### config.mk
export PLATFORM = sky130hd
export DESIGN_NAME = sprite_blitter
export DESIGN_NICKNAME = d
export VERILOG_FILES = /design/src/rtl/sprite_pkg.sv /design/src/rtl/blit_xy_counter.sv /design/src/rtl/sprite_blitter.sv
export SDC_FILE = /design/constraint.sdc
export NUM_CORES = 1
export LEC_CHECK = 0
export CAP_MARGIN = 10
export CORE_MARGIN = 2
export CORE_UTILIZATION = 32
export DETAILED_ROUTE_END_ITERATION = 8
export PLACE_DENSITY = 0.64
export SLEW_MARGIN = 10
export SYNTH_ARGS = -nofsm -noshare
export SYNTH_HDL_FRONTEND = slang
export SYNTH_SLANG_ARGS = --single-unit
### constraint.sdc
create_clock -name Clk -period 5.1 [get_ports Clk]
set_input_delay 1.02 -clock Clk [delete_from_list [all_inputs] [get_ports Clk]]
set_output_delay 1.02 -clock Clk [all_outputs]
set_load 0.01 [all_outputs]
### src/rtl/sprite_pkg.sv
// Shared types and default geometry for the sprite blit path.
package sprite_pkg;

  typedef enum logic [1:0] {IDLE, FETCH, DRAIN, DONE} blit_state_t;

  localparam int unsigned SPR_W_DEF           = 68;
  localparam int unsigned SPR_H_DEF           = 64;
  localparam int unsigned FB_W_DEF            = 320;
  localparam int unsigned FB_H_DEF            = 240;
  localparam int unsigned IDX_W_DEF           = 4;
  localparam int unsigned TRANSPARENT_IDX_DEF = 0;

  // Screen-coordinate sums are carried wide enough that pos + offset never wraps.
  localparam int unsigned SUM_W = 11;

  function automatic int unsigned addr_w(input int unsigned w, input int unsigned h);
    return (w * h > 1) ? $clog2(w * h) : 1;
  endfunction

  function automatic int unsigned cnt_w(input int unsigned n);
    return (n > 1) ? $clog2(n) : 1;
  endfunction

endpackage

### src/rtl/blit_xy_counter.sv
// Raster col/row counter: col runs fastest, wraps into row; last flags the final pixel.
module blit_xy_counter
  import sprite_pkg::*;
#(
  parameter int unsigned W     = SPR_W_DEF,
  parameter int unsigned H     = SPR_H_DEF,
  parameter int unsigned COL_W = cnt_w(W),
  parameter int unsigned ROW_W = cnt_w(H)
) (
  input  logic             Clk,
  input  logic             Reset,
  input  logic             clear,
  input  logic             en,
  output logic [COL_W-1:0] col,
  output logic [ROW_W-1:0] row,
  output logic             last
);

  logic col_end, row_end;

  assign col_end = (col == COL_W'(W - 1));
  assign row_end = (row == ROW_W'(H - 1));
  assign last    = col_end && row_end;

  always_ff @(posedge Clk or posedge Reset) begin
    if (Reset) begin
      col <= '0;
      row <= '0;
    end else if (clear) begin
      col <= '0;
      row <= '0;
    end else if (en) begin
      if (col_end) begin
        col <= '0;
        row <= row_end ? '0 : row + 1'b1;
      end else begin
        col <= col + 1'b1;
      end
    end
  end

endmodule

### src/rtl/sprite_blitter.sv
// Copies one palette-indexed sprite ROM into the framebuffer, skipping transparent and off-screen
// pixels. Define SPRITE_BLIT_MIRROR_EN to add the mirror_x horizontal-flip input.
module sprite_blitter
  import sprite_pkg::*;
#(
  parameter int unsigned SPR_W           = SPR_W_DEF,
  parameter int unsigned SPR_H           = SPR_H_DEF,
  parameter int unsigned FB_W            = FB_W_DEF,
  parameter int unsigned FB_H            = FB_H_DEF,
  parameter int unsigned IDX_W           = IDX_W_DEF,
  parameter int unsigned TRANSPARENT_IDX = TRANSPARENT_IDX_DEF,
  localparam int unsigned ROM_AW         = addr_w(SPR_W, SPR_H),
  localparam int unsigned FB_AW          = addr_w(FB_W, FB_H)
) (
  input  logic              Clk,
  input  logic              Reset,
  input  logic              start,
  input  logic [9:0]        pos_x,
  input  logic [9:0]        pos_y,
`ifdef SPRITE_BLIT_MIRROR_EN
  input  logic              mirror_x,
`endif
  output logic              busy,
  output logic              done,
  output logic [ROM_AW-1:0] rom_address,
  input  logic [IDX_W-1:0]  rom_q,
  output logic              fb_we,
  output logic [FB_AW-1:0]  fb_addr,
  output logic [IDX_W-1:0]  fb_data
);

  localparam int unsigned COL_W = cnt_w(SPR_W);
  localparam int unsigned ROW_W = cnt_w(SPR_H);

  blit_state_t state_q, state_d;
  logic             accept, cnt_clear, cnt_en, cnt_last;
  logic [COL_W-1:0] col, rd_col, s1_col;
  logic [ROW_W-1:0] row, s1_row;
  logic             s1_valid;
  logic [9:0]       pos_x_q, pos_y_q;
  logic             mirror_q;
  logic [SUM_W-1:0] x_sum, y_sum;
  logic             on_screen;

  assign accept = (state_q == IDLE) && start;

  always_comb begin
    state_d   = state_q;
    cnt_clear = 1'b0;
    cnt_en    = 1'b0;
    unique case (state_q)
      IDLE: begin
        if (start) begin
          state_d   = FETCH;
          cnt_clear = 1'b1;
        end
      end
      FETCH: begin
        cnt_en = 1'b1;
        if (cnt_last) state_d = DRAIN;
      end
      DRAIN:   state_d = DONE;
      DONE:    state_d = IDLE;
      default: state_d = IDLE;
    endcase
  end

  always_ff @(posedge Clk or posedge Reset) begin
    if (Reset) state_q <= IDLE;
    else       state_q <= state_d;
  end

  assign busy = (state_q == FETCH) || (state_q == DRAIN);
  assign done = (state_q == DONE);

  always_ff @(posedge Clk or posedge Reset) begin
    if (Reset) begin
      pos_x_q <= '0;
      pos_y_q <= '0;
    end else if (accept) begin
      pos_x_q <= pos_x;
      pos_y_q <= pos_y;
    end
  end

`ifdef SPRITE_BLIT_MIRROR_EN
  always_ff @(posedge Clk or posedge Reset) begin
    if (Reset)       mirror_q <= 1'b0;
    else if (accept) mirror_q <= mirror_x;
  end
`else
  assign mirror_q = 1'b0;
`endif

  blit_xy_counter #(
    .W     (SPR_W),
    .H     (SPR_H),
    .COL_W (COL_W),
    .ROW_W (ROW_W)
  ) u_xy (
    .Clk   (Clk),
    .Reset (Reset),
    .clear (cnt_clear),
    .en    (cnt_en),
    .col   (col),
    .row   (row),
    .last  (cnt_last)
  );

  // Mirroring only changes which ROM column is read; FB placement follows the unflipped col.
  assign rd_col      = mirror_q ? (COL_W'(SPR_W - 1) - col) : col;
  assign rom_address = ROM_AW'(row) * ROM_AW'(SPR_W) + ROM_AW'(rd_col);

  // Stage 1 aligns pixel coordinates with rom_q, which arrives one cycle after its address.
  always_ff @(posedge Clk or posedge Reset) begin
    if (Reset) begin
      s1_valid <= 1'b0;
      s1_col   <= '0;
      s1_row   <= '0;
    end else begin
      s1_valid <= (state_q == FETCH);
      s1_col   <= col;
      s1_row   <= row;
    end
  end

  assign x_sum     = SUM_W'(pos_x_q) + SUM_W'(s1_col);
  assign y_sum     = SUM_W'(pos_y_q) + SUM_W'(s1_row);
  assign on_screen = (x_sum < SUM_W'(FB_W)) && (y_sum < SUM_W'(FB_H));

  assign fb_we   = s1_valid && (rom_q != IDX_W'(TRANSPARENT_IDX)) && on_screen;
  assign fb_addr = fb_we ? (FB_AW'(y_sum) * FB_AW'(FB_W) + FB_AW'(x_sum)) : '0;
  assign fb_data = fb_we ? rom_q : '0;

endmodule

# Word level (Yosys, flattened, before mapping)
# Index checks and enable logic that the tools add are counted.
# totals
regBits	49
inputBits	27
word_cells	52
# op_classes
n_addsub	6
multipliers	2
order_cmp	2
n_eq_ne	7
muxes	15
reduce_logical	12
# ops
operator	n
$mux W6	4
$mux W7	3
$add A17 B11 Y17	1
$mux W17	1
$add A13 B7 Y13	1
$add A10 B6 Y11	1
$add A10 B7 Y11	1
$lt A11 B8 Y1 const B	1
$lt A11 B9 Y1 const B	1
$mul A11 B3 Y11 const B	1
$mul A6 B5 Y11 const B	1
$pmux W2 S4	1
$add A7 B1 Y7 const B	1
$eq A7 B7 Y1 const B	1
$add A6 B1 Y6 const B	1
$eq A6 B6 Y1 const B	1
$logic_and A1 B1 Y1	5
$eq A2 B2 Y1 const B	2
$mux W2	2
$mux W4	1
$ne A2 B2 Y1 const B	2
$reduce_and A2 Y1	2
$reduce_bool A2 Y1	2
$reduce_bool A4 Y1	1
other kinds (4)	6

# Depth between registers and ports, before layout
# Gate-level depths: netlist (run 1).
# logic_depth
ltp_word	5
mapped_depth	17

# Hierarchy
# From an unflattened synthesis (run 1), not the netlist that was laid out.
# hier_totals
cells_unflattened	423
area_unflattened_um2	4073.9
# by_module_without_submodules
mod	instances	cells_per_inst	area_each_um2	seq_area_each_um2
sprite_blitter	1	336	3306.9	900.9
blit_xy_counter	1	87	767.0	325.3

# Worst setup path after synthesis (run 1)
# No wires, ideal clock.
# synth_path
path_type	reg-to-output
from	reg pos_y_q[0]
to	out fb_addr[16]
arrival_time_ns	3.803
required_ns	4.080
slack_ns	0.277
path_stages_with_launch	17
path_cell_list	dfrtp_1 -> ha_1 -> fa_1 -> a21o_1 -> a21oi_1 -> xnor2_1 -> ha_1 -> inv_1 -> fa_1 -> inv_1 -> ha_1 -> nand2_1 -> o21ai_0 -> nand4_1 -> nor4_1 -> xnor3_1 -> nor3_2
# synth_between
elab_chain_cells	5
elab_cells_between_ends	7
classes_between	add/sub: 2; mul: 1; order compare: 1; mux: 1; reduce/logical: 2
# synth_lines
item	line	text
start: declaration	sprite_blitter.sv:40	logic [9:0] pos_x_q, pos_y_q;
start signal: assignment	sprite_blitter.sv:82	pos_y_q <= pos_y;
$add A10 B6 Y11 *	sprite_blitter.sv:128	assign y_sum = SUM_W'(pos_y_q) + SUM_W'(s1_row);
branches (longest 3 deep; another with $add A17 B11 Y17)	--	
$mux W17 *	sprite_blitter.sv:132	assign fb_addr = fb_we ? (FB_AW'(y_sum) * FB_AW'(FB_W) + FB_AW'(x_sum)) : '0;
end: declaration	sprite_blitter.sv:28	output logic [FB_AW-1:0] fb_addr,
# Mark *: on every way between the ends.

# Final worst setup path (run 1)
# layout_path
from	reg s1_row[3]
to	out fb_addr[16]
# layout_between
elab_chain_cells	5
elab_cells_between_ends	7
classes_between	add/sub: 2; mul: 1; order compare: 1; mux: 1; reduce/logical: 2
# layout_lines
item	line	text
start: declaration	sprite_blitter.sv:38	logic [ROW_W-1:0] row, s1_row;
start signal: assignment	sprite_blitter.sv:123	s1_row <= row;
$add A10 B6 Y11 *	sprite_blitter.sv:128	
branches (longest 3 deep; another with $add A17 B11 Y17)	--	
$mux W17 *	sprite_blitter.sv:132	
# Marks and branches as above.

==> impl_results.md, run 1 <==
- Share of cells above drive strength 1: 21.2%
- Multiplexer share of the synthesized area: 0.505%
- Worst path arrival time: a little under 4 ns
- Cts hold-fix bufs: 0
- Endpoints failing hold: 0
- Fmax: approximately 0.2 GHz
- Final Cycle Share: approximately 98%
- Starting Density: 33.1%
- Final Non-Filler Cells: between 700 and 800
- Slew @ Worst Pin: approximately 1.1 ns
- Area post-placement: roughly 5300 um^2
- CTS H-Tree Depth: 2
- Die H: ~120 um
- Cell Area, Synth: 4210 um^2
- Crit path max-delay family: compound AO/OA/AOI/OAI gates
- Post-route ant nets: 0
- Final Cell Area: around 5600 um^2
- CTS tree: yes
- Residual DRC count: 0
- GRT met3 Usage: 1.50%
- Clock root cell: clkbuf_16
- Sequential area share after synthesis: ~29%
- WP depth: 16
- Synth cell types: between 60 and 70
- Total gr overflow: 0
- Aggregate global-route resource usage: approximately 14%
- Routing usage on met1: between 10% and 20%
- PortBufs: 63
- Final min period: about 5 ns
- R2r endpoint: u_xy.row[5]$_DFFE_PP0P_
- Busiest grt layer: met2
- DRT Wirelength: 10,100 um
- Mapped Cells: roughly 470
- CP most frequent cell: a21o_1
- Clk buf depth: 2
- Status: completed
- Post-synth EDFFs: 0
- Crit path kind: flip-flop to output pin
- Placer Congestion: roughly 0.8
- P_leak: between 2 and 3 nW
- Commonest non-fill, non-tap cell in the layout: nand2_1
- Clock Latency Late Sink: 0.29 ns
- Slew headroom: 29.5%
- RSZ-0062 raised after global routing: true
- Post-Synth XOR/XNOR Area: between 8 and 9%
- Final Max Tran Viols: 0
- Largest family of logic cells by synthesized area: simple AND/OR/NAND/NOR gates
- Largest net degree at the start of global routing: 50
- Clk slew on worst S/H paths: 0.07 ns
- CP startpoint: s1_row[3]$_DFF_PP0_
- Vias in the first global route: approximately 3,700
- Max-cap violations: 0
- Core ar.: 12,700 um^2
- Initial antenna violation count: 0
- Simple-gate share of the synthesized area: between 20% and 30%
- Flops & latches, synth: 49
- Grt met2 use: between 20% and 30%
- CTS buffer count: 5
- VDD IR-drop max: between 0.1 and 0.15 mV
- Depth of the most critical reg-to-reg path: 7
- Chip width: between 100 and 150 um
- TritonRoute pass-1 iters: 4
- Via count: ~3,600
- Worst r2r src: state_q[0]$_DFFE_PP0P_
- CP Capture Type: output pin
- Final setup viols: 0
- Mean routed wirelength per cell: around 14 um
- PwrDens: 135 nW/um^2
- Worst hold slack: around 0.47 ns
- Net Count, Synth: roughly 550
- Sum of negative setup slack: 0 ns
- Crit-path cells: ha_1 > a21o_1 > a21o_1 > a221o_1 > nand2_1 > xor2_1 > buf_4 > xnor2_1 > ha_2 > nor3b_1 > a311o_1 > a211oi_4 > nor4_2 > xnor3_1 > nor3_2 > buf_2
- Row count: between 40 and 50
- Clock Sinks: 49
- Area grow syn2layout: 33.8%
- CP startpoint kind: flip-flop
- Placed instance count: ~730
- Slowest stage delay, CP: 0.38 ns
- Ant. Diodes: 0
- HPWL Detailed: approximately 7500 um
- Die area: between 10,000 and 15,000 um^2
- Worst EP required: slightly above 4 ns
- Slowest CP cell: dfrtp_1
- Initial drt markers: roughly 160
- Setup Skew: about 0.0074 ns
- Async SR Flop Fraction: 100%
- First-pass GRT wire length: about 17,000 um
- Commonest cells after routing, fill and taps aside: 77 x nand2_1, 57 x clkdlybuf4s50_1, 49 x dfrtp_1
- Compound-gate portion of the synthesized area: ~15%
- Area share of fa/ha/maj cells after synthesis: between 15 and 20%
- Critical Path End: fb_addr[16]
- Vias per cell: 4.92
- Total number of yosys warnings: 0
- R2R Setup Slk: 2.77 ns
- CP Max Fanout: 6
- Worst Path Buf+Inv: 2
- Hold Crit Class: flip-flop to flip-flop
- Syn_area_per_cell: between 8 and 9 um^2
- NumNets Final: between 600 and 700
- Top Ports: between 60 and 70
- Primary FF master, synth: dfrtp_1
## cell type report
cell class | count | area, um^2
clock buffer | 5 | 125
clock inverter | 3 | 21.3
fill | 1275 | 7090
inverter | 22 | 82.6
multi-input combinational | 382 | 3010
sequential | 49 | 1230
tap | 172 | 215
timing repair buffer | 109 | 961
## state kept, by name, indices dropped and copies added, names as in the netlist
name and count:
pos_x_q 10, pos_y_q 10, u_xy.col 7, u_xy.row 6
s1_row 6, state_q 2, s1_valid 1, s1_col 7
## worst reg2reg max path: cells and delay by family (launching register included)
kind	cells	cell delay, ns
adders and majority gates	1	0.20
and+or+nand+nor	1	0.84
buffers and inverters	2	0.46
AOI/OAI and AO/OA	3	0.31
DFF	1	0.40
## cells by family after synthesis
logic type / after synthesis
muxes: 2
AOI/OAI and AO/OA: 95
and+or+nand+nor: 191
adders and majority gates: 54
xor gates and xnor gates: 40
DFF: 49
buffers and inverters: 40
## stage by stage
step / setup slack, ns / utilization (%) / power [W]
global route: -0.132 / 44.3 / 0.000789
finish: 0.114 / 44.3 / 0.000761
floorplan: 0.277 / - / 0.000410
CTS: 0.00610 / 43.6 / 0.000769
detailed placement: -0.404 / 41.6 / 0.000442
global placement: -0.333 / 41.6 / 0.000442
## worst min-delay path by stage
stage                            start  depth (start not counted)             endpoint  slack (ns)
3_3_place_gp   u_xy.col[1]$_DFFE_PP0P_                          0  s1_col[1]$_DFF_PP0_        0.46
2_1_floorplan  u_xy.row[3]$_DFFE_PP0P_                          0  s1_row[3]$_DFF_PP0_        0.38
4_1_cts        u_xy.col[1]$_DFFE_PP0P_                          0  s1_col[1]$_DFF_PP0_        0.48
5_1_grt        u_xy.col[1]$_DFFE_PP0P_                          0  s1_col[1]$_DFF_PP0_        0.49
3_5_place_dp   u_xy.col[1]$_DFFE_PP0P_                          0  s1_col[1]$_DFF_PP0_        0.46
6_report       u_xy.col[1]$_DFFE_PP0P_                          0  s1_col[1]$_DFF_PP0_        0.47
## routing by layer
layer | part of all wire, % | up-vias | wire (um)
met5 | 0 | - | 0
met4 | 1.3 | 0 | 128
met3 | 3.1 | 8 | 308
met2 | 48 | 71 | 4840
met1 | 48 | 1709 | 4810
li1 | - | 1861 | -
## power breakdown
part	switching [W]	total, W	internal (W)
clock network	0.000145	0.000327	0.000183
registers	0	0.000388	0.000388
logic	0.0000182	0.0000454	0.0000271
## Yosys cell counts, drive strengths merged (2+ instances only)
cell	n	area [um^2]
and2	4	26.3
nand4	4	31.3
inv	22	82.6
nor4	5	46.3
nor3	21	165
a21o	8	60.1
o21a	6	45.0
a211oi	9	67.6
nor3b	10	115
nor2b	10	62.6
buf	8	60.1
o211ai	4	30.0
nand2	77	289
o31ai	2	15.0
nor2	24	90.1
nor4b	2	17.5
or2	4	25.0
nand2b	2	12.5
fa	6	120
o21ai	28	140
ha	48	601
nand3b	3	22.5
a21oi	19	95.1
dfrtp	49	1230
or3	2	17.5
xor2	19	166
and4b	3	30.0
nand3	10	50.1
xnor2	20	175
and3	7	50.1
a221o	3	30.0
o21bai	3	22.5
o2111ai	2	17.5
clkbuf	10	37.5
## repair_timing
| action | in CTS | in global routing |
|---|---|---|
| setup buffers | 1 | 1 |
| setup endpoints to repair | 6 | 7 |
| gates resized for setup | 32 | 22 |
| pin swaps | 6 | 5 |
Note: power is estimated with default switching activity, not from simulation.
==> inputs of run 2 (changes only) <==
CORE_UTILIZATION = 50   (was 32)
GPL_TIMING_DRIVEN = 0   (was not set)
PLACE_DENSITY = 0.87   (was 0.64)
==> impl_results.md, run 2 (synthesis results as in run 1) <==
- Status: complete, but fails checks (was completed)
- Failing checks: setup timing
- NumNets Final: 642 (was 650)
- Top Ports: 64 (unchanged)
- Area post-placement: 4990 um^2 (was 5290 um^2)
- Post-route ant nets: 0 (unchanged)
- HPWL Detailed: 7530 um (was 7520 um)
- TritonRoute pass-1 iters: 4 (unchanged)
- Total gr overflow: 0 (unchanged)
- Clock Sinks: 49 (unchanged)
- Int Power: 0.000514 W (was 0.000598 W)
- First-pass GRT wire length: 16,600 um (was 17,100 um)
- Slew headroom: 63.4% (was 29.5%)
- Residual DRC count: 0 (unchanged)
- Total power: 0.000660 W (was 0.000761 W)
- Final setup viols: 3 (was 0)
- Area grow syn2layout: 32.8% (was 33.8%)
- Fmax: 0.188 GHz (was 0.201 GHz)
- CP startpoint kind: flip-flop (unchanged)
- CTS buffer count: 5 (unchanged)
- Placer Congestion: 0.849 (was 0.782)
- Worst hold slack: 0.425 ns (was 0.475 ns)
- Slew @ Worst Pin: 0.550 ns (was 1.06 ns)
- PortBufs: 63 (unchanged)
- CP Max Fanout: 4 (was 6)
- Placed instance count: 640 (was 732)
- CTS H-Tree Depth: 2 (unchanged)
- Die area: 9180 um^2 (was 14,100 um^2)
- Regs by FF count: pos_x_q: 10 flops, pos_y_q: 10 flops (unchanged)
- Worst path arrival time: 4.31 ns (was 3.97 ns)
- Switching Fraction: 22.1% (was 21.4%)
- Max-cap violations: 0 (unchanged)
- CP Capture Type: output pin (unchanged)
- Vias per cell: 5.81 (was 4.92)
- Final min period: 5.33 ns (was 4.99 ns)
- VDD IR-drop max: 0.117 mV (was 0.134 mV)
- Aggregate global-route resource usage: 22.7% (was 14.4%)
- Chip width: 95.8 um (was 119 um)
- Slowest stage delay, CP: 0.55 ns (was 0.38 ns)
- Sw Pwr: 0.000146 W (was 0.000163 W)
- Combinational group share of total power: 7.2% (was 6.0%)
- Worst Slack Setup Final: -0.229 ns (was 0.114 ns)
- Mean routed wirelength per cell: 16.8 um (was 13.6 um)
- Worst EP required: 4.08 ns (about the same)
- Row count: 33 (was 41)
- Vias in the first global route: 3,676 (was 3,674)
- Largest net degree at the start of global routing: 42 (was 50)
- Hold Crit Class: flip-flop to flip-flop (unchanged)
- CTS tree: yes (unchanged)
- Initial antenna violation count: 0 (unchanged)
- Clock Power Share: 33.9% (was 43.0%)
- Initial drt markers: 182 (was 161)
- Commonest cells after routing, fill and taps aside: 75 x nand2_1, 56 x clkdlybuf4s50_1, 49 x dfrtp_1 (was 77 x nand2_1, 57 x clkdlybuf4s50_1, 49 x dfrtp_1)
- Clk buf depth: 2 (unchanged)
- Crit path kind: flip-flop to output pin (unchanged)
- Final Max Tran Viols: 0 (unchanged)
- Final Cycle Share: 104% (was 97.8%)
- Cts hold-fix bufs: 0 (unchanged)
- Crit-path cells: ha_4 > fa_2 > a21o_1 > a21oi_2 > xnor2_2 > ha_1 > inv_2 > fa_1 > inv_2 > ha_4 > nand2_2 > o21ai_2 > nand4_1 > nor4_4 > xnor3_1 > nor3_2 > buf_2 (was ha_1 > a21o_1 > a21o_1 > a221o_1 > nand2_1 > xor2_1 > buf_4 > xnor2_1 > ha_2 > nor3b_1 > a311o_1 > a211oi_4 > nor4_2 > xnor3_1 > nor3_2 > buf_2)
- Clk slew on worst S/H paths: 0.09 ns (was 0.07 ns)
- Setup Skew: 0.0163 ns (was 0.00742 ns)
- Share of cells above drive strength 1: 21.0% (was 21.2%)
- Endpoints failing hold: 0 (unchanged)
- Starting Density: 51.5% (was 33.1%)
- P_leak: 2.64 nW (was 2.74 nW)
- Slowest CP cell: fa_1 (was dfrtp_1)
- Via count: 3,872 (was 3,649)
- Sequential share of power: 58.8% (was 51.1%)
- Final Cell Area: 5590 um^2 (was 5640 um^2)
- RSZ-0062 raised after global routing: true (unchanged)
- Number of fill cells: 573 (was 1,275)
- Core ar.: 8180 um^2 (was 12,700 um^2)
- Commonest non-fill, non-tap cell in the layout: nand2_1 (unchanged)
- Clock Latency Late Sink: 0.31 ns (was 0.29 ns)
- Die H: 95.8 um (was 119 um)
- DRT Wirelength: 11,200 um (was 10,100 um)
- PwrDens: 118 nW/um^2 (was 135 nW/um^2)
- Clock root cell: clkbuf_8 (was clkbuf_16)
- Final Non-Filler Cells: 667 (was 742)
- Ant. Diodes: 0 (unchanged)
-- run 2: cell types whose count changed in the layout (fill, tap and decap cells not counted), sizes merged --
cell | previous run | this run
buf | 48 | 31
dlygate4sd2 | 2 | 1
clkdlybuf4s50 | 57 | 56
dlymetal6s2s | 1 | 3
inv | 23 | 22
clkinvlp | 1 | 2
clkbuf | 6 | 16
clkinv | 1 | 0
-- run 2: final cells by class --
| cell class | count | area (um^2) | area share, % |
|---|---|---|---|
| buffer | 18 | 97.6 | 1.74 |
| inverter | 22 | 82.6 | 1.48 |
| tap | 105 | 131 | 2.35 |
| multi-input combinational | 382 | 3180 | 56.8 |
| timing repair buffer | 83 | 788 | 14.1 |
| sequential | 49 | 1230 | 21.9 |
| clock buffer | 6 | 72.6 | 1.30 |
| clock inverter | 2 | 15.0 | 0.268 |
-- run 2: power by group through the flow --
| stage | clock network, W | logic (W) | registers [W] |
|---|---|---|---|
| final | 0.000224 | 0.0000476 | 0.000388 |
| after global routing | 0.000247 | 0.0000512 | 0.000388 |
| after CTS | 0.000229 | 0.0000485 | 0.000388 |
| after detailed placement | 0 | 0.0000484 | 0.000396 |
| after global placement | 0 | 0.0000454 | 0.000396 |
| after floorplan | 0 | 0.0000143 | 0.000396 |
-- run 2: worst paths after layout --
path / startpoint / end / slack (ns) / cells past startpoint
max in group asynchronous: Reset / s1_col[5]$_DFF_PP0_ / 3.66 / 3
min in group asynchronous: Reset / state_q[1]$_DFFE_PP0P_ / 0.95 / 2
setup / recovery: pos_y_q[0]$_DFFE_PP0P_ / fb_addr[16] / -0.23 / 17
hold / removal: u_xy.row[3]$_DFFE_PP0P_ / s1_row[3]$_DFF_PP0_ / 0.43 / 0
hold reg to reg: u_xy.row[3]$_DFFE_PP0P_ / s1_row[3]$_DFF_PP0_ / 0.43 / 0
setup reg to reg: state_q[0]$_DFFE_PP0P_ / pos_y_q[1]$_DFFE_PP0P_ / 2.88 / 7
-- run 2: worst max-delay path, delay by kind of cell, from the launching register on --
kind                     cells  cell delay [ns]
AO/OA/AOI/OAI                3             0.51
flip-flops                   1             0.44
AND/OR/NAND/NOR              4             0.63
adder cells (fa/ha/maj)      5             1.75
buffers and inverters        3             0.26
XOR/XNOR                     2             0.42
-- run 2: metal layers --
layer | GRT usage (%) | wire length, um | vias to the layer above
met5 | 0 | 0 | -
met3 | 2.43 | 356 | 32
li1 | - | - | 1832
met1 | 27.2 | 4480 | 1892
met2 | 42.5 | 6010 | 116
met4 | 6.79 | 339 | 0
-- run 2: metrics by stage --
stage | setup slack [ns] | setup TNS (ns) | utilization, %
2_1_floorplan | 0.277 | 0 | -
3_3_place_gp | -0.607 | -0.899 | 60.9
3_5_place_dp | -0.730 | -1.19 | 61.1
4_1_cts | -0.176 | -0.324 | 64.7
5_1_grt | -0.398 | -0.880 | 68.4
6_report | -0.229 | -0.383 | 68.4
-- run 2: what timing repair did --
item                                    4_1_cts  5_1_grt
resized for setup                            41       49
endpoints found under the setup margin        7        6
setup buffers                                 8       11
pin swaps                                     9       19
==> inputs of run 3 (changes only) <==
SYNTH_HIERARCHICAL = 1   (was not set)
==> impl_results.md, run 3 <==
- Status: complete, but fails checks (unchanged)
- Failing checks: setup timing (unchanged)
- Ant. Diodes: 0 (unchanged)
- Post-synth EDFFs: 0 (unchanged)
- TritonRoute pass-1 iters: 4 (unchanged)
- Depth of the most critical reg-to-reg path: 8 (was 7)
- R2r endpoint: u_xy/col[6]$_DFFE_PP0P_ (was pos_y_q[1]$_DFFE_PP0P_)
- CP Capture Type: output pin (unchanged)
- Clock Power Share: 34.5% (was 33.9%)
- Clk slew on worst S/H paths: 0.10 ns (was 0.09 ns)
- CTS tree: yes (unchanged)
- Placer Congestion: 0.868 (was 0.849)
- PwrDens: 129 nW/um^2 (was 118 nW/um^2)
- Max-cap violations: 0 (unchanged)
- CP startpoint kind: flip-flop (unchanged)
- Aggregate global-route resource usage: 21.0% (was 22.7%)
- Clock root cell: clkbuf_8 (unchanged)
- Hold Path Origin: u_xy/col[1]$_DFFE_PP0P_ (was u_xy.row[3]$_DFFE_PP0P_)
- Die H: 94.3 um (was 95.8 um)
- Worst hold path endpoint: s1_col[1]$_DFF_PP0_ (was s1_row[3]$_DFF_PP0_)
- PortBufs: 63 (unchanged)
- Regs by FF count: pos_x_q: 10 flops, pos_y_q: 10 flops (unchanged)
- Row count: 32 (was 33)
- R2R Setup Slk: 2.59 ns (was 2.88 ns)
- Via count: 3,379 (was 3,872)
- Sw Pwr: 0.000152 W (was 0.000146 W)
- Vias in the first global route: 3,301 (was 3,676)
- RSZ-0062 raised after global routing: true (unchanged)
- Int Power: 0.000512 W (was 0.000514 W)
- Endpoints failing hold: 0 (unchanged)
- Crit path max-delay family: compound AO/OA/AOI/OAI gates (was adder cells)
- Initial antenna violation count: 0 (unchanged)
- Post-synth top cells: 49 x dfrtp_1, 48 x ha_1, 33 x inv_1 (was 77 x nand2_1, 49 x dfrtp_1, 48 x ha_1)
- Hold Crit Class: flip-flop to flip-flop (unchanged)
- Clock Sinks: 49 (unchanged)
- CTS buffer count: 5 (unchanged)
- NumNets Final: 585 (was 642)
- DRT Wirelength: 9220 um (was 11,200 um)
- Final min period: 5.19 ns (was 5.33 ns)
- Initial drt markers: 192 (was 182)
- First-pass GRT wire length: 14,900 um (was 16,600 um)
- Clk buf depth: 2 (unchanged)
- Async SR Flop Fraction: 100% (unchanged)
- Sequential area share after synthesis: 30.1% (was 29.1%)
- Switching Fraction: 22.9% (was 22.1%)
- Setup Skew: 0.0122 ns (was 0.0163 ns)
- Worst Path Buf+Inv: 2 (was 3)
- CTS H-Tree Depth: 2 (unchanged)
- Worst EP required: 4.08 ns (about the same)
- Slowest stage delay, CP: 0.41 ns (was 0.55 ns)
- Top cells by area, synth: dfrtp_1 30%, ha_1 15%, xnor2_1 6.4% (was dfrtp_1 29%, ha_1 14%, nand2_1 6.9%)
- Final setup viols: 1 (was 3)
- VDD IR-drop max: 0.128 mV (was 0.117 mV)
- Primary FF master, synth: dfrtp_1 (unchanged)
- Cell Area, Synth: 4070 um^2 (was 4210 um^2)
- Mean routed wirelength per cell: 15.2 um (was 16.8 um)
- Slew @ Worst Pin: 0.757 ns (was 0.550 ns)
- Largest net degree at the start of global routing: 37 (was 42)
- Post-route ant nets: 0 (unchanged)
- Top Ports: 64 (unchanged)
- Commonest cells after routing, fill and taps aside: 58 x clkdlybuf4s50_1, 49 x dfrtp_1, 44 x ha_1 (was 75 x nand2_1, 56 x clkdlybuf4s50_1, 49 x dfrtp_1)
- Slowest CP cell: dfrtp_1 (was fa_1)
- P_leak: 2.39 nW (was 2.64 nW)
- Starting Density: 52.2% (was 51.5%)
- Clock Latency Late Sink: 0.31 ns (about the same)
- Total number of yosys warnings: 6 (was 0)
- Core ar.: 7810 um^2 (was 8180 um^2)
- Crit-path cells: ha_2 > fa_2 > a21o_1 > a21oi_2 > xnor2_2 > ha_1 > buf_4 > ha_1 > a211oi_2 > o21bai_1 > a21oi_2 > o21bai_1 > a21oi_1 > xnor3_1 > nor2_1 > buf_2 (was ha_4 > fa_2 > a21o_1 > a21oi_2 > xnor2_2 > ha_1 > inv_2 > fa_1 > inv_2 > ha_4 > nand2_2 > o21ai_2 > nand4_1 > nor4_4 > xnor3_1 > nor3_2 > buf_2)
- Total power: 0.000663 W (was 0.000660 W)
- Sequential share of power: 58.5% (was 58.8%)
- Placed instance count: 588 (was 640)
- Leading cell type by number of instances after synthesis: dfrtp_1 (was nand2_1)
- Mapped Cells: 423 (was 471)
- Commonest non-fill, non-tap cell in the layout: clkdlybuf4s50_1 (was nand2_1)
- Final Non-Filler Cells: 607 (was 667)
- Residual DRC count: 0 (unchanged)
- Share of cells above drive strength 1: 21.0% (about the same)
- Fmax: 0.193 GHz (was 0.188 GHz)
- Die area: 8890 um^2 (was 9180 um^2)
- Vias per cell: 5.57 (was 5.81)
- Syn_area_per_cell: 9.63 um^2 (was 8.94 um^2)
- Total gr overflow: 0 (unchanged)
- Synth area leader: dfrtp_1 (unchanged)
- Slew headroom: 48.8% (was 63.4%)
- Area grow syn2layout: 26.5% (was 32.8%)
- Worst r2r src: state_q[0]$_DFFE_PP0P_ (unchanged)
- Net Count, Synth: 504 (was 552)
- Combinational group share of total power: 7.0% (was 7.2%)
- Synth cell types: 63 (was 64)
- Final Cycle Share: 102% (was 104%)
- Worst path arrival time: 4.17 ns (was 4.31 ns)
- Cells on Worst Hold Path: 0 (unchanged)
- Flops & latches, synth: 49 (unchanged)
- Top cell type's share of synthesized area: 30.1% (was 29.1%)
- Chip width: 94.3 um (was 95.8 um)
- Worst Slack Setup Final: -0.0937 ns (was -0.229 ns)
- Final Max Tran Viols: 0 (unchanged)
- HPWL Detailed: 6880 um (was 7530 um)
- Worst hold slack: 0.483 ns (was 0.425 ns)
- CP Max Fanout: 3 (was 4)
- Crit path kind: flip-flop to output pin (unchanged)
[run 3: through the flow]
stage               TNS [ns]  cell area [um^2]  utilization [%]  setup slack, ns
floorplan                  0              4070                -            0.419
global placement      -0.299              4830             61.9           -0.271
detailed placement    -0.570              4830             61.9           -0.339
CTS                   -0.331              5030             64.5           -0.212
global route          -0.485              5150             66.0           -0.231
finish               -0.0937              5150             66.0          -0.0937
[run 3: how the worst max path moves through the flow]
stage / from / endpoint / slack [ns] / cells after the start
finish: pos_y_q[0]$_DFFE_PP0P_ / fb_addr[16] / -0.09 / 16
global route: pos_y_q[0]$_DFFE_PP0P_ / fb_addr[16] / -0.23 / 16
CTS: s1_row[1]$_DFF_PP0_ / fb_addr[16] / -0.21 / 17
detailed placement: pos_y_q[0]$_DFFE_PP0P_ / fb_addr[16] / -0.34 / 18
global placement: s1_row[0]$_DFF_PP0_ / fb_addr[16] / -0.27 / 18
floorplan: s1_row[0]$_DFF_PP0_ / fb_addr[16] / 0.42 / 17
[run 3: cell families (layout without fill, tap and decap cells)]
kind of cell,count (synthesis),in the layout,share of synthesized area [%]
buffers and inverters,44,126,4.45
adder cells (fa/ha/maj),54,54,17.7
flip-flops,49,49,30.1
AO/OA/AOI/OAI,87,87,15.1
AND/OR/NAND/NOR,124,124,17.0
XOR/XNOR,43,43,9.58
multiplexers,22,22,6.05
[run 3: cell type report]
cell class                 count  area, um^2
clock inverter                 3        22.5
buffer                        10        53.8
clock buffer                   5        68.8
inverter                      34         128
timing repair buffer          74         703
fill                         587        2660
sequential                    49        1230
multi-input combinational    330        2820
tap                          102         128
[run 3: power by group through the flow]
stage / clock network [W] / logic (W) / registers [W]
after floorplan: 0 / 0.0000152 / 0.000396
after global placement: 0 / 0.0000461 / 0.000396
after detailed placement: 0 / 0.0000473 / 0.000396
after CTS: 0.000233 / 0.0000473 / 0.000388
after global routing: 0.000247 / 0.0000506 / 0.000388
final: 0.000229 / 0.0000466 / 0.000388
[run 3: timing repair]
| action | in CTS | in global routing |
|---|---|---|
| setup buffers | 4 | 7 |
| endpoints found under the setup margin | 6 | 5 |
| hold buffers | 0 | 0 |
| resized for setup | 20 | 16 |
| pin swaps | 7 | 12 |
[run 3: routing by layer]
metal,vias to the layer above,track usage (%),wire length [um]
met5,-,0,0
li1,1655,-,-
met4,0,5.68,126
met1,1620,24.7,3720
met2,93,39.8,4940
met3,11,2.57,428
[run 3: worst reg2reg max path, stage by stage (launching register included)]
cell and delay [ns]:
dfrtp_1 0.39, inv_1 0.10, ha_1 0.22, nand2_1 0.08, clkbuf_1 0.47, inv_1 0.31, or3b_2 0.50, o32a_1 0.29
o31ai_1 0.06
